File: config.mk
export PLATFORM = sky130hd
export DESIGN_NAME = or_bus_timer_slave_flat
export DESIGN_NICKNAME = d
export VERILOG_FILES = /design/src/rtl/or_bus_timer_pkg.sv /design/src/rtl/or_bus_timer_if.sv /design/src/rtl/or_bus_timer_prescaler.sv /design/src/rtl/or_bus_timer_slave.sv /design/src/flat_wrapper.sv
export SDC_FILE = /design/constraint.sdc
export NUM_CORES = 1
export LEC_CHECK = 0
export CAP_MARGIN = 25
export CORE_UTILIZATION = 30
export DETAILED_ROUTE_END_ITERATION = 16
export GPL_ROUTABILITY_DRIVEN = 0
export GPL_TIMING_DRIVEN = 0
export SKIP_CTS_REPAIR_TIMING = 1
export SYNTH_ARGS = -nofsm -noshare
export SYNTH_HDL_FRONTEND = slang
export SYNTH_SLANG_ARGS = --single-unit
File: constraint.sdc
create_clock -name GlobalClock -period 4.5 [get_ports GlobalClock]
set_clock_uncertainty 0.05 [all_clocks]
set_input_delay 0.9 -clock GlobalClock [delete_from_list [all_inputs] [get_ports GlobalClock]]
set_output_delay 0.9 -clock GlobalClock [all_outputs]
set_load 0.03 [all_outputs]
File: src/rtl/or_bus_timer_pkg.sv
// Shared definitions for the OR-bus timer: register word offsets and CTRL bit positions.
// Firmware headers and the bench use the same names.
package or_bus_timer_pkg;

  typedef enum logic [1:0] {
    REG_CTRL     = 2'd0,
    REG_PRESCALE = 2'd1,
    REG_COUNT    = 2'd2,
    REG_COMPARE  = 2'd3
  } reg_addr_e;

  localparam int CTRL_EN_BIT         = 0;
  localparam int CTRL_AUTORELOAD_BIT = 1;
  localparam int CTRL_IE_BIT         = 2;
  localparam int CTRL_PENDING_BIT    = 3;

endpackage

File: src/rtl/or_bus_timer_if.sv
// Data-bus connection between the MCU core (master) and the timer slave.
// ReadData from several slaves is OR-merged, so an unselected slave must drive zero.
interface or_bus_timer_if;
  logic        Select;
  logic        WriteEnable;
  logic [1:0]  Address;
  logic [31:0] WriteData;
  logic [31:0] ReadData;

  modport master (output Select, output WriteEnable, output Address, output WriteData,
                  input ReadData);
  modport slave  (input Select, input WriteEnable, input Address, input WriteData,
                  output ReadData);
endinterface

File: src/rtl/or_bus_timer_prescaler.sv
// Prescaler: counts 0..limit while enabled and pulses tick in the cycle it reaches limit.
// Held at zero while disabled; clr restarts it from zero.
module or_bus_timer_prescaler #(
  parameter int PrescaleBits = 16
) (
  input  logic                    clk_i,
  input  logic                    rst_i,
  input  logic                    en_i,
  input  logic                    clr_i,
  input  logic [PrescaleBits-1:0] limit_i,
  output logic                    tick_o
);

  localparam logic [PrescaleBits-1:0] ONE = PrescaleBits'(1);

  logic [PrescaleBits-1:0] cnt_q, cnt_d;

  always_comb begin
    tick_o = en_i && (cnt_q == limit_i);
    cnt_d  = cnt_q + ONE;
    if (!en_i || clr_i || tick_o) cnt_d = '0;
  end

  always_ff @(posedge clk_i or posedge rst_i) begin
    if (rst_i) cnt_q <= '0;
    else       cnt_q <= cnt_d;
  end

endmodule

File: src/rtl/or_bus_timer_slave.sv
// Memory-mapped 32-bit timer on the OR-merged MCU data bus: CTRL, PRESCALE, COUNT, COMPARE.
// Define OR_BUS_TIMER_IRQ_EN to implement the IE bit and drive Irq; otherwise Irq is tied low.
module or_bus_timer_slave
  import or_bus_timer_pkg::*;
#(
  parameter int NrOfBits     = 32,
  parameter int PrescaleBits = 16
) (
  input  logic             GlobalClock,
  input  logic             Reset,
  or_bus_timer_if.slave    bus,
  output logic             Irq
);

  localparam logic [NrOfBits-1:0] ONE = NrOfBits'(1);

  logic                    en_q, en_d;
  logic                    ar_q, ar_d;
  logic                    pend_q, pend_d;
  logic [PrescaleBits-1:0] presc_q, presc_d;
  logic [NrOfBits-1:0]     count_q, count_d;
  logic [NrOfBits-1:0]     cmp_q, cmp_d;
  logic                    ie_q;
  logic                    wr, tick, match, presc_clr;
  reg_addr_e               addr;

  assign addr      = reg_addr_e'(bus.Address);
  assign wr        = bus.Select && bus.WriteEnable;
  assign presc_clr = wr && (addr == REG_PRESCALE);
  assign match     = tick && (count_q == cmp_q);

  or_bus_timer_prescaler #(.PrescaleBits(PrescaleBits)) u_prescaler (
    .clk_i   (GlobalClock),
    .rst_i   (Reset),
    .en_i    (en_q),
    .clr_i   (presc_clr),
    .limit_i (presc_q),
    .tick_o  (tick)
  );

  // Bus writes are applied after the tick update so that a COUNT write overrides the increment.
  always_comb begin
    en_d    = en_q;
    ar_d    = ar_q;
    pend_d  = pend_q || match;
    presc_d = presc_q;
    count_d = count_q;
    cmp_d   = cmp_q;
    if (tick) count_d = (match && ar_q) ? '0 : count_q + ONE;
    if (wr) begin
      case (addr)
        REG_CTRL: begin
          en_d = bus.WriteData[CTRL_EN_BIT];
          ar_d = bus.WriteData[CTRL_AUTORELOAD_BIT];
          if (bus.WriteData[CTRL_PENDING_BIT] && !match) pend_d = 1'b0;
        end
        REG_PRESCALE: presc_d = bus.WriteData[PrescaleBits-1:0];
        REG_COUNT:    count_d = bus.WriteData[NrOfBits-1:0];
        REG_COMPARE:  cmp_d   = bus.WriteData[NrOfBits-1:0];
        default: ;
      endcase
    end
  end

  always_ff @(posedge GlobalClock or posedge Reset) begin
    if (Reset) begin
      en_q    <= 1'b0;
      ar_q    <= 1'b0;
      pend_q  <= 1'b0;
      presc_q <= '0;
      count_q <= '0;
      cmp_q   <= '1;
    end else begin
      en_q    <= en_d;
      ar_q    <= ar_d;
      pend_q  <= pend_d;
      presc_q <= presc_d;
      count_q <= count_d;
      cmp_q   <= cmp_d;
    end
  end

`ifdef OR_BUS_TIMER_IRQ_EN
  logic ie_d;
  always_comb begin
    ie_d = ie_q;
    if (wr && addr == REG_CTRL) ie_d = bus.WriteData[CTRL_IE_BIT];
  end

  always_ff @(posedge GlobalClock or posedge Reset) begin
    if (Reset) ie_q <= 1'b0;
    else       ie_q <= ie_d;
  end

  assign Irq = pend_q && ie_q;
`else
  assign ie_q = 1'b0;
  assign Irq  = 1'b0;
`endif

  // Zero unless this slave is addressed for a read: the bus ORs all slaves together.
  always_comb begin
    bus.ReadData = '0;
    if (bus.Select && !bus.WriteEnable) begin
      case (addr)
        REG_CTRL:     bus.ReadData = {28'd0, pend_q, ie_q, ar_q, en_q};
        REG_PRESCALE: bus.ReadData = 32'(presc_q);
        REG_COUNT:    bus.ReadData = 32'(count_q);
        REG_COMPARE:  bus.ReadData = 32'(cmp_q);
        default:      bus.ReadData = '0;
      endcase
    end
  end

endmodule
File: src/flat_wrapper.sv
// flat-port wrapper written by rule: the top's interface ports become plain ports
module or_bus_timer_slave_flat import or_bus_timer_pkg::*;
#(
  parameter int NrOfBits     = 32,
  parameter int PrescaleBits = 16
)
  (GlobalClock, Reset, Irq, bus_Select, bus_WriteEnable, bus_Address, bus_WriteData, bus_ReadData);
  or_bus_timer_if bus_i ();
  input  logic GlobalClock;
  input  logic Reset;
  output logic Irq;
  input wire logic [$bits(bus_i.Select)-1:0] bus_Select;
  input wire logic [$bits(bus_i.WriteEnable)-1:0] bus_WriteEnable;
  input wire logic [$bits(bus_i.Address)-1:0] bus_Address;
  input wire logic [$bits(bus_i.WriteData)-1:0] bus_WriteData;
  output wire logic [$bits(bus_i.ReadData)-1:0] bus_ReadData;
  assign bus_i.Select = bus_Select;
  assign bus_i.WriteEnable = bus_WriteEnable;
  assign bus_i.Address = bus_Address;
  assign bus_i.WriteData = bus_WriteData;
  assign bus_ReadData = bus_i.ReadData;
  or_bus_timer_slave #(.NrOfBits(NrOfBits), .PrescaleBits(PrescaleBits)) u_core (.GlobalClock(GlobalClock), .Reset(Reset), .bus(bus_i), .Irq(Irq));
endmodule
# Word level (Yosys, flattened, before mapping)
# Index checks and enable logic that the tools add are counted.
totals:
  ff_bits: 99
  latchBits: 0
  ram_bits: 0
  romBits: 0
  input_bits: 38
  output_inout_bits: 33
  elab_cells: 41
  memories: 0
classes:
  addsub: 2
  multipliers: 0
  n_div: 0
  n_lt_le_gt_ge: 0
  eq_ne: 5
  shifts: 0
  n_mux: 10
  n_bitwise: 0
  n_reduce_logical: 17
op_table:
  columns: ["op", "count"]
  rows:
  - ["2-to-1 mux 32 bit", 5]
  - ["case mux 32 bit (4 select lines)", 1]
  - ["adder 32 x 1 -> 32 bit (second input constant)", 1]
  - ["== test 32 bit", 1]
  - ["adder 16 x 1 -> 16 bit (second input constant)", 1]
  - ["== test 16 bit", 1]
  - ["2-to-1 mux 16 bit", 1]
  - ["logical AND 1 bit", 7]
  - ["AND reduction 2 bit", 3]
  - ["== test 2 bit (second input constant)", 2]
  - ["zero test 1 bit", 3]
  - ["logical OR 1 bit", 3]
  - ["2-to-1 mux 1 bit", 3]
  - ["== test 2 x 1 -> 1 bit (second input constant)", 1]
  - ["zero test 2 bit", 1]

# Longest topological paths before layout
logic_depth:
  word_depth: 8
  mapped_depth: 8

# Cells and area by module
# Synthesis repeated with hierarchy kept, for this count alone.
hier_totals:
  hier_cells: 567
  hier_area_um2: 5859.4
by_module_without_submodules:
  columns: ["module", "instances", "cells_per_inst", "area_each_um2"]
  rows:
  - ["or_bus_timer_slave", 1, 468, 4916.0]
  - ["or_bus_timer_prescaler", 1, 99, 943.4]

# Worst setup path before layout
# Ideal clock, no wire load.
synth_path:
  kind: "input -> output"
  from: "input bus_Address[0]"
  to: "output bus_ReadData[10]"
  arrival_time_ps: 2511
  required_ps: 3550
  slack_ps: 1039
  cell_stages: 5
  cell_sequence: "clkbuf_1 -> clkbuf_1 -> clkbuf_1 -> a22oi_1 -> nor2_1"
synth_via:
  elab_chain_cells: 3
synth_rtl:
  columns: ["item", "line_no", "text"]
  rows:
  - ["start: declaration", "flat_wrapper.sv:14", "input wire logic [$bits(bus_i.Address)-1:0] bus_Address;"]
  - ["== test 2 bit (tied with other cells)", "or_bus_timer_slave.sv:105", "case (addr)"]
  - ["case mux 32 bit (4 select lines) (*)", "or_bus_timer_slave.sv:105", null]
  - ["2-to-1 mux 32 bit (*)", "or_bus_timer_slave.sv:104", "if (bus.Select && !bus.WriteEnable) begin"]
  - ["end: declaration", "flat_wrapper.sv:16", "output wire logic [$bits(bus_i.ReadData)-1:0] bus_ReadData;"]
# Mark *: on every way between the ends. The rest lies on a longest branch, timed or not.

# Worst setup path after layout
layout_path:
  from: "input bus_Address[1]"
  to: "output bus_ReadData[7]"
# Same word-level chain as after synthesis.

==> results by group <==
Final layout
  • Fill count: 1980
  • Storage cell area: 0.002517 mm2
  • Finished Cell Area: 0.007402 mm2
  • Multi-input gate area: 0.003323 mm2
  • Layout cell share with drive strength beyond 1: 24.10%
  • Synth-to-layout area growth: 23.15%
  • Nets: 699
  • Final Non-Filler Cells: 929
  • Ant diodes: 0

CTS
  • Clock-pin slew on the worst setup and hold paths: 0.07 ns
  • Num Clock Sinks: 99
  • Htree depth: 3
  • Clock Tree Buf Depth: 2
  • Total CTS buffers: 9
  • Clock root cell: clkbuf_16
  • Clk_lat worst skew: 0.36 ns
  • TritonCTS clock tree: yes

Worst setup path
  • Arr. time, crit path: 3.44 ns
  • CP Capture Type: output port
  • CP max FO: 10
  • R2r startpoint: u_core.cmp_q[27]
  • R2R depth: 7
  • CP startpoint kind: input port
  • Worst r2r dst: u_core.count_q[21]
  • CP Class: input port to output port
  • CP Data Required Time: 3.55 ns
  • Worst reg-to-reg setup slack: 1.94 ns

Hold path
  • Hold Crit Class: flip-flop to flip-flop
  • Hold Crit Start: u_core.pend_q
  • Hold Path Sink: u_core.pend_q
  • Hold depth: 2

Detailed routing
  • Final ANT Viol Nets: 0
  • WL met2: 7642 um
  • Max layer used: met4
  • Final wirelength: 16800 um
  • First-pass DRT Iterations: 5
  • WL per Instance: 18.09 um
  • WL met3: 669 um
  • # DRC: 0
  • Via density: 4.987
  • Met1 wire length: 8202 um
  • Starting DRC count in detailed routing: 267
  • Routed vias: 4633

Power and ir drop
  • Tot Pwr: 2.970 mW
  • PD cells: 401.2 mW/mm2
  • Worst VDD drop: 0.0002056 V
  • Leak: 2.705 nW

Floorplanning
  • Core area: 0.01953 mm2
  • Die height: 143.6 um
  • Row Count: 51
  • Die Area: 0.02061 mm2
  • Top Ports: 71
  • Initial Util: 30.78%
  • Die width: 143.6 um

Synth
  • Count of cell types in the netlist: 46
  • Synth area leader: dfrtp_1
  • Top_reg_cell synth: dfrtp_1
  • Register area share after synthesis: 41.88%
  • Syn_nets: 619
  • Syn Inst Count: 579
  • #FFs+latches synth: 99
  • Number of synthesized flops with an enable pin: 0
  • Synth async-reset ratio: 100.0%
  • Mean Syn Cell Area: 10.38 um2
  • Yosys top cell area share: 27.89%
  • Top post-synthesis cells by area: dfrtp_1 (28%), dfstp_2 (14%), mux2_2 (12%)
  • Post-synth design cell area: 0.006011 mm2
  • Yosys warning count: 0

Placement
  • Placed insts: 914
  • Dpl hpwl: 12600 um
  • I/O Buffers: 69
  • DP Area: 0.007063 mm2

Run
  • # Max-Cap Violations: 0

Global routing
  • Number of global-route vias before repair: 4603
  • All-layer global routing usage: 17.04%
  • Remaining global-route overflow: 0
  • Initial antenna violation count: 0
  • Pin count of the biggest net entering global routing: 65
  • First-pass GRT wire length: 26020 um

Timing
  • Final period util: 97.50%
  • Fmax: 0.2279 GHz
  • Fin. max-slew vios: 0
  • Slew @ Worst Pin: 0.7221 ns
  • Final setup vio count: 0
  • Rel. slew slack: 51.86%
  • Hold Fails Final Rpt: 0
  • Final min period: 4.387 ns

Status
  • Run status: finished, final reports clean
cell families (layout without fill, tap and decap cells):
logic type | after synthesis | count (layout) | share of synthesized area (%)
flip-flops | 99 | 99 | 41.88
AO/OA/AOI/OAI | 55 | 55 | 5.912
multiplexers | 82 | 82 | 15.59
AND/OR/NAND/NOR | 213 | 213 | 20.30
adder cells (fa/ha/maj) | 2 | 2 | 0.4163
XOR/XNOR | 89 | 89 | 12.97
buffers and inverters | 38 | 123 | 2.873
other | 1 | 1 | 0.06239
through the flow:
step | hold slack (ns) | TNS (ns) | worst slack (ns) | util (%)
final | 0.4354 | 0 | 0.1126 | 37.91
after global placement | 0.4192 | -56.10 | -0.6991 | 36.02
after CTS | 0.4355 | -11.08 | -0.5484 | 37.86
after floorplan | 0.3935 | 0 | 1.013 | -
after global routing | 0.5038 | -0.002854 | -0.002854 | 37.91
after detailed placement | 0.4201 | -10.74 | -0.5387 | 36.17
synth_stat cells (all sizes together), types with 4 or more instances:
master / number
and4: 4
mux2i: 16
nor3: 7
and3: 9
a21oi: 4
nor2b: 5
xnor2: 66
clkbuf: 17
dfrtp: 67
nand4: 27
a31oi: 4
dfstp: 32
nand3: 19
o21ai: 31
a22oi: 14
xor2: 23
mux2: 63
nor4: 26
buf: 18
nor2: 55
nand2: 48
flip-flops by register name, summed over array words and instances (netlist names):
signal                    count
u_core.en_q                   1
u_core.ar_q                   1
u_core.pend_q                 1
u_core.count_q               32
u_core.presc_q               16
u_core.u_prescaler.cnt_q     16
u_core.cmp_q                 32
worst max-delay path, cell delays in order:
cell and delay [ns]:
clkdlybuf4s50_1 0.54, clkbuf_2 0.30, nor2b_2 0.34, clkbuf_2 0.32, a22oi_1 0.14, nor2_1 0.19, clkdlybuf4s50_1 0.70
metal layers:
metal	vias to the layer above	GRT usage, %
met3	18	2.366
met2	118	26.32
met5	-	0
li1	2221	-
met4	0	6.495
met1	2276	24.06
worst max-delay path by stage:
| stage | start | endpoint | slack [ns] | cells past startpoint |
|---|---|---|---|---|
| 2_1_floorplan | Reset | u_core.ar_q | 1.01 | 1 |
| 3_3_place_gp | Reset | u_core.count_q[25] | -0.70 | 2 |
| 3_5_place_dp | bus_Address[0] | bus_ReadData[6] | -0.54 | 7 |
| 4_1_cts | bus_Address[0] | bus_ReadData[6] | -0.55 | 7 |
| 5_1_grt | bus_Address[1] | bus_ReadData[30] | -0.003 | 7 |
| 6_report | bus_Address[1] | bus_ReadData[7] | 0.11 | 7 |
report_power, final:
group	leakage, nW	switching [mW]	internal (mW)	total [mW]
Combinational	1.37	0.425	0.392	0.816
Sequential	1.18	0.188	1.10	1.29
Clock	0.159	0.348	0.517	0.866
cells in the final DEF, fill, tap and decap left out, drive strengths merged, types with 5 or more instances in the layout:
cell / n
xor2: 23
dfstp: 32
nor3: 7
nor4: 26
mux2i: 16
nand2: 48
nand4: 27
clkdlybuf4s50: 69
clkbuf: 30
buf: 17
and3: 9
xnor2: 66
nand3: 19
mux2: 63
o21ai: 31
nor2b: 5
nor2: 55
dfrtp: 67
a22oi: 14
cell type report:
type,instances,share of cell area [%]
buffer,33,2.181
tap,265,4.479
clock buffer,12,3.465
clock inverter,4,0.9804
sequential,99,34.01
inverter,3,0.1859
multi-input combinational,442,44.90
timing repair buffer,71,9.804
Note: power is estimated with default switching activity, not from simulation.
